## src/rtl/dff_macros.svh

```systemverilog
// Asynchronous active-low reset flop macros.
`ifndef DFF_MACROS_SVH
`define DFF_MACROS_SVH

`define DFF_AR(ck, rn, q, d, rv) \
  always_ff @(posedge ck or negedge rn) begin \
    if (!rn) q <= rv; \
    else q <= d; \
  end

`define DFF_AR_EN(ck, rn, en, q, d, rv) \
  always_ff @(posedge ck or negedge rn) begin \
    if (!rn) q <= rv; \
    else if (en) q <= d; \
  end

`endif

```

## src/rtl/rv_pkg.sv

```systemverilog
// Shared types and constants for the RV write-back stage.
package rv_pkg;

  // Write-back source: registered PC+4/ALU result or aligned load data.
  typedef enum logic {
    SEL_PRE  = 1'b0,
    SEL_DMEM = 1'b1
  } t_wb_sel;

  localparam logic [3:0] BE_BYTE = 4'b0001;
  localparam logic [3:0] BE_HALF = 4'b0011;
  localparam logic [3:0] BE_WORD = 4'b1111;

  typedef struct packed {
    logic       valid;
    t_wb_sel    sel_wb;
    logic       rf_wr_en;
    logic [4:0] rd_addr;
    logic       dmem_rd_en;
    logic [3:0] dmem_byte_en;
    logic       dmem_sign_ext;
    logic [1:0] addr_lsb;
  } t_wb_ctrl;

  typedef enum logic {
    WB_IDLE = 1'b0,
    WB_WAIT = 1'b1
  } t_wb_state;

  // Halves must not straddle the word; words must be word-aligned.
  function automatic logic is_misaligned(input logic [3:0] be, input logic [1:0] lsb);
    return ((be == BE_HALF) && (lsb == 2'b11)) || ((be == BE_WORD) && (lsb != 2'b00));
  endfunction

endpackage

```

## src/rtl/rv_ld_align.sv

```systemverilog
// Load data alignment: shift by byte offset, select width, sign/zero extend.
module rv_ld_align
  import rv_pkg::*;
(
  input  logic [31:0] rsp_data,
  input  logic [3:0]  byte_en,
  input  logic [1:0]  addr_lsb,
  input  logic        sign_ext,
  output logic [31:0] ld_data
);

  logic [31:0] shifted;

  // Right-justify the addressed bytes, then extend to 32 bits.
  always_comb begin
    shifted = rsp_data >> {addr_lsb, 3'b000};
    case (byte_en)
      BE_BYTE: ld_data = {{24{sign_ext & shifted[7]}}, shifted[7:0]};
      BE_HALF: ld_data = {{16{sign_ext & shifted[15]}}, shifted[15:0]};
      default: ld_data = shifted;
    endcase
  end

endmodule

```

## src/rtl/rv_wb.sv

```systemverilog
// Write-back stage: load wait FSM, register-file write, forwarding, counters.
`include "dff_macros.svh"

module rv_wb
  import rv_pkg::*;
(
  input  logic        clk,
  input  logic        rst,
  input  t_wb_ctrl    ctrl,
  input  logic [31:0] pre_wb_data_Q104H,
  input  logic        dmem_rsp_valid_Q104H,
  input  logic [31:0] dmem_rsp_data_Q104H,
  output logic        ready_Q104H,
  output logic        rf_wr_en_Q104H,
  output logic [4:0]  rf_wr_addr_Q104H,
  output logic [31:0] rf_wr_data_Q104H,
  output logic        fwd_valid_Q105H,
  output logic [4:0]  fwd_addr_Q105H,
  output logic [31:0] fwd_data_Q105H,
  output logic        misalign_err_Q104H,
  output logic        spurious_rsp_Q104H,
  output logic [31:0] retired_cnt,
  output logic [15:0] ld_stall_cnt
);

  t_wb_state   state_q, state_d;
  logic        load, stall, commit, misaligned, wr_en;
  logic [31:0] ld_data, wr_data, retired_d;
  logic [15:0] stall_cnt_d;

  rv_ld_align u_ld_align (
    .rsp_data (dmem_rsp_data_Q104H),
    .byte_en  (ctrl.dmem_byte_en),
    .addr_lsb (ctrl.addr_lsb),
    .sign_ext (ctrl.dmem_sign_ext),
    .ld_data  (ld_data)
  );

  // Stall/commit decode and next-state logic; every strobe is gated by rst
  // so the stage looks idle and ready while held in reset.
  always_comb begin
    load       = ctrl.valid & ctrl.dmem_rd_en;
    misaligned = load & is_misaligned(ctrl.dmem_byte_en, ctrl.addr_lsb);
    if (state_q == WB_IDLE) stall = rst & load & ~dmem_rsp_valid_Q104H;
    else                    stall = rst & ~dmem_rsp_valid_Q104H;
    commit  = rst & ~stall;
    wr_en   = commit & ctrl.valid & ctrl.rf_wr_en & (ctrl.rd_addr != 5'd0) & ~misaligned;
    wr_data = (ctrl.sel_wb == SEL_DMEM) ? ld_data : pre_wb_data_Q104H;

    state_d = state_q;
    case (state_q)
      WB_IDLE: if (load && !dmem_rsp_valid_Q104H) state_d = WB_WAIT;
      WB_WAIT: if (dmem_rsp_valid_Q104H)          state_d = WB_IDLE;
      default:                                    state_d = WB_IDLE;
    endcase

    retired_d   = retired_cnt + {31'd0, commit & ctrl.valid};
    stall_cnt_d = (stall && (ld_stall_cnt != 16'hFFFF)) ? ld_stall_cnt + 16'd1 : ld_stall_cnt;
  end

  assign ready_Q104H        = ~stall;
  assign rf_wr_en_Q104H     = wr_en;
  assign rf_wr_addr_Q104H   = ctrl.rd_addr;
  assign rf_wr_data_Q104H   = wr_data;
  assign misalign_err_Q104H = commit & misaligned;
  assign spurious_rsp_Q104H = rst & (state_q == WB_IDLE) & dmem_rsp_valid_Q104H & ~load;

  // FSM state; reset drops any outstanding load.
  `DFF_AR(clk, rst, state_q, state_d, WB_IDLE)

  // Forwarding valid follows the issued write, cleared on idle cycles.
  `DFF_AR(clk, rst, fwd_valid_Q105H, wr_en, 1'b0)

  // Forwarding address captured on each issued write.
  `DFF_AR_EN(clk, rst, wr_en, fwd_addr_Q105H, ctrl.rd_addr, '0)

  // Forwarding data captured on each issued write.
  `DFF_AR_EN(clk, rst, wr_en, fwd_data_Q105H, wr_data, '0)

  // Committed-instruction counter, wraps naturally.
  `DFF_AR(clk, rst, retired_cnt, retired_d, '0)

  // Load stall-cycle counter, saturating.
  `DFF_AR(clk, rst, ld_stall_cnt, stall_cnt_d, '0)

endmodule

```

## config.mk

```make
export PLATFORM = sky130hd
export DESIGN_NAME = rv_wb
export DESIGN_NICKNAME = d
export VERILOG_FILES = /design/src/rtl/rv_pkg.sv /design/src/rtl/rv_ld_align.sv /design/src/rtl/rv_wb.sv
export VERILOG_INCLUDE_DIRS = /design/src /design/src/rtl
export SDC_FILE = /design/constraint.sdc
export NUM_CORES = 1
export LEC_CHECK = 0
export CAP_MARGIN = 20
export CELL_PAD_IN_SITES_DETAIL_PLACEMENT = 0
export CELL_PAD_IN_SITES_GLOBAL_PLACEMENT = 2
export CORE_MARGIN = 2
export CORE_UTILIZATION = 25
export DETAILED_ROUTE_END_ITERATION = 10
export PLACE_DENSITY = 0.91
export SKIP_LAST_GASP = 1
export SYNTH_ARGS = -nofsm -noshare
export SYNTH_HDL_FRONTEND = slang
export SYNTH_SLANG_ARGS = --single-unit
```

## constraint.sdc

```tcl
create_clock -name clk -period 2.5 [get_ports clk]
set_clock_uncertainty 0.1 [all_clocks]
set_input_delay 0.5 -clock clk [delete_from_list [all_inputs] [get_ports clk]]
set_output_delay 0.5 -clock clk [all_outputs]
set_load 0.01 [all_outputs]
```

==> impl_results.md <==
- WS Path Type: in2out
- Antenna Nets Post-Route: 0
- Initial antenna violation count: 4
- Slew margin rel.: 66.3%
- HP Class: in2async
- Sequential share of the synthesized area: 45.3%
- H-Tree Depth: 3
- Clock sinks: 87
- Ys flop type: dfrtp_1
- Clk root buf: clkbuf_16
- FF+latch count, synth: 87
- Area delta synth->final: 72.3%
- Met3 wire length: 901 µm
- Worst endpoint required time: 1.90 ns
- Mapped Area: 0.00480 mm²
- Max Slew Vio Count: 0
- # Max-Cap Violations: 0
- Vias in the first global route: 4740
- Top cell type's share of synthesized area: 45.3%
- Placed insts: 936
- Drt total wl: 17.4 mm
- RSZ-0062 raised after global routing: yes
- Synth Area per Inst: 10.7 µm²
- Global-route wire length before repair: 26.6 mm
- Total grt overflow: 0
- Fillers: 1770
- Mapped Cells: 450
- Met2 wire length: 8.42 mm
- # setup viols final: 0
- Net Count, Synth: 537
- Reg2Reg Setup Slack: 0.21 ns
- Final Hold Fails: 0
- Top post-synthesis cells by area: dfrtp_1 (45%), mux2_2 (8.2%), xnor2_1 (5.7%)
- Max clock buf depth: 2
- Worst Reg-to-Reg Cells: 10
- Clk_lat worst skew: 0.35 ns
- Synth Warn #: 0
- Uppermost layer routed: met5
- Number of synthesized flops with an enable pin: 0
- LEAKAGE: 3.60 nW
- Std cell rows: 50
- Iter 0 DRT Violations: 133
- Total Die Area: 0.0203 mm²
- Reg clk slew, reported paths: 0.07 ns
- Worst VDD drop: 0.452 mV
- Setup TNS: 0 ns
- Startpoint Class: primary input
- Final core utilization: 44.1%
- Max Fclk: 403 MHz
- Io pins: 210
- Die Y: 143 µm
- Wire per inst: 17.9 µm
- # nets final: 817
- Power Dens Cells: 588 mW/mm²
- Die width: 143 µm
- Asr flop ratio synth: 100%
- CP Capture Type: output pin
- IO Port Bufs: 209
- Cell taking the most area after synthesis: dfrtp_1
- Period minus WS final: 2.48 ns
- Synth cell types: 49
- Status: complete, no violations
- Final HPWL DP: 13.1 mm
- DR vias: 4528
- Mean number of vias per cell: 4.67
- CTS tree: done
- First-pass DRT Iterations: 4
- Wl on met1: 7.64 mm
- Worst-Margin Slew: 0.501 ns
- Overall global routing resource usage: 17.1%
- CP max FO: 5
- Critical path data arrival time: 1.88 ns
- Total power: 0.00486 W
- Period utilisation layout: 99.2%
- Final Wtd Congestion: 0.832
- Initial Util: 25.6%
- Fin cells: 970
- Remaining DRCs: 0
- Core box area: 0.0188 mm²
- TritonCTS buffer count: 9
- Layout cells sized above 1: 33.6%
- Pin count of the biggest net entering global routing: 47
## critical path, cell delays in order
cell,delay [ns]
clkdlybuf4s15_1,0.27
nand2_2,0.17
o22ai_2,0.11
a221oi_4,0.32
buf_12,0.17
buf_8,0.13
a21oi_4,0.06
buf_6,0.13
## placed cells by master, fill, tap and decap left out, types with 4 or more instances in the layout
master,count
a211oi_2,8
a21oi_1,10
a21oi_2,7
a21oi_4,15
a31oi_1,9
and3_1,12
buf_12,4
buf_2,22
buf_4,67
buf_6,22
clkbuf_16,9
clkbuf_2,5
clkdlybuf4s15_1,4
clkdlybuf4s50_1,153
dfrtp_1,87
dlygate4sd2_1,8
ha_1,4
inv_1,5
mux2_2,34
mux2_4,11
mux2i_1,5
nand2_1,52
nand3_1,14
nand3_2,6
nand4_1,12
nor2_1,39
nor2b_1,8
o21ai_0,4
xnor2_1,31
xor2_1,13
## state kept, by name (all words and copies together) (netlist names)
signal	cells
fwd_data_Q105H	32
retired_cnt	32
ld_stall_cnt	16
fwd_addr_Q105H	5
fwd_valid_Q105H	1
state_q	1
## report_power, final
| part | total [W] | internal [W] | switching [W] |
|---|---|---|---|
| Clock | 0.00144 | 0.000817 | 0.000623 |
| Combinational | 0.00159 | 0.000949 | 0.000646 |
| Sequential | 0.00183 | 0.00164 | 0.000186 |
## Yosys cell counts, types with 2 or more instances
cell type / count
nor2_1: 39
nand4_1: 12
buf_4: 5
and3_1: 12
ha_1: 4
nand2_1: 54
buf_2: 6
and4_1: 2
a31oi_1: 9
nand3_1: 21
nor3_1: 2
a211oi_1: 8
o21ai_0: 9
nor2b_1: 10
a21oi_4: 10
xnor2_1: 31
mux2_2: 35
inv_1: 5
xor2_1: 13
clkbuf_1: 7
nor4_1: 3
a21oi_1: 22
mux2i_1: 8
buf_6: 3
dfrtp_1: 87
mux2_4: 10
## repair_timing
item                                    in CTS  in global routing
hold buffers                                 0                  0
endpoints found under the setup margin      74                 44
setup buffers                               18                  2
gates cloned                                 2                  0
gates resized for setup                    228                 45
pin swaps                                   16                  9
hold endpoints to repair                     0                  0
## per-stage QoR
stage / area [µm²] / hold WS (ns) / setup WS [ns]
floorplan: 4800 / 0.104 / 0.151
global placement: 7590 / 0.371 / -0.802
detailed placement: 7590 / 0.371 / -0.894
CTS: 8210 / 0.0491 / -0.151
global route: 8270 / 0.0570 / -0.0187
finish: 8270 / 0.0628 / 0.0190
## layout make-up
type	instances	area (µm²)	area share, %
Antenna cell	1	2.50	0.0302
Clock buffer	10	239	2.89
Clock inverter	6	75.1	0.907
Inverter	5	18.8	0.227
Multi-Input combinational cell	334	2730	33.0
Sequential cell	87	2180	26.3
Tap cell	234	293	3.54
Timing Repair Buffer	293	2730	33.0
## per-layer routing
metal	vias up	global-route usage, %
met2	128	28.1
met1	2226	21.8
met3	24	4.64
met4	6	5.58
li1	2144	-
met5	-	0
## worst paths after layout
check | start | end
max | ctrl[2] | rf_wr_data_Q104H[21]
min | rst | retired_cnt[26]
max reg2reg | state_q | retired_cnt[24]
min reg2reg | retired_cnt[31] | retired_cnt[31]
max in group asynchronous | rst | fwd_data_Q105H[27]
min in group clk | dmem_rsp_valid_Q104H | state_q
## cells by family after synthesis
family / Yosys count / synth area share [%]
XOR/XNOR: 44 / 8.03
buffers and inverters: 29 / 3.65
AO/OA/AOI/OAI: 66 / 11.3
multiplexers: 55 / 13.7
AND/OR/NAND/NOR: 165 / 16.9
adder cells (fa/ha/maj): 4 / 1.04
flip-flops: 87 / 45.3
Note: power is estimated with default switching activity, not from simulation.
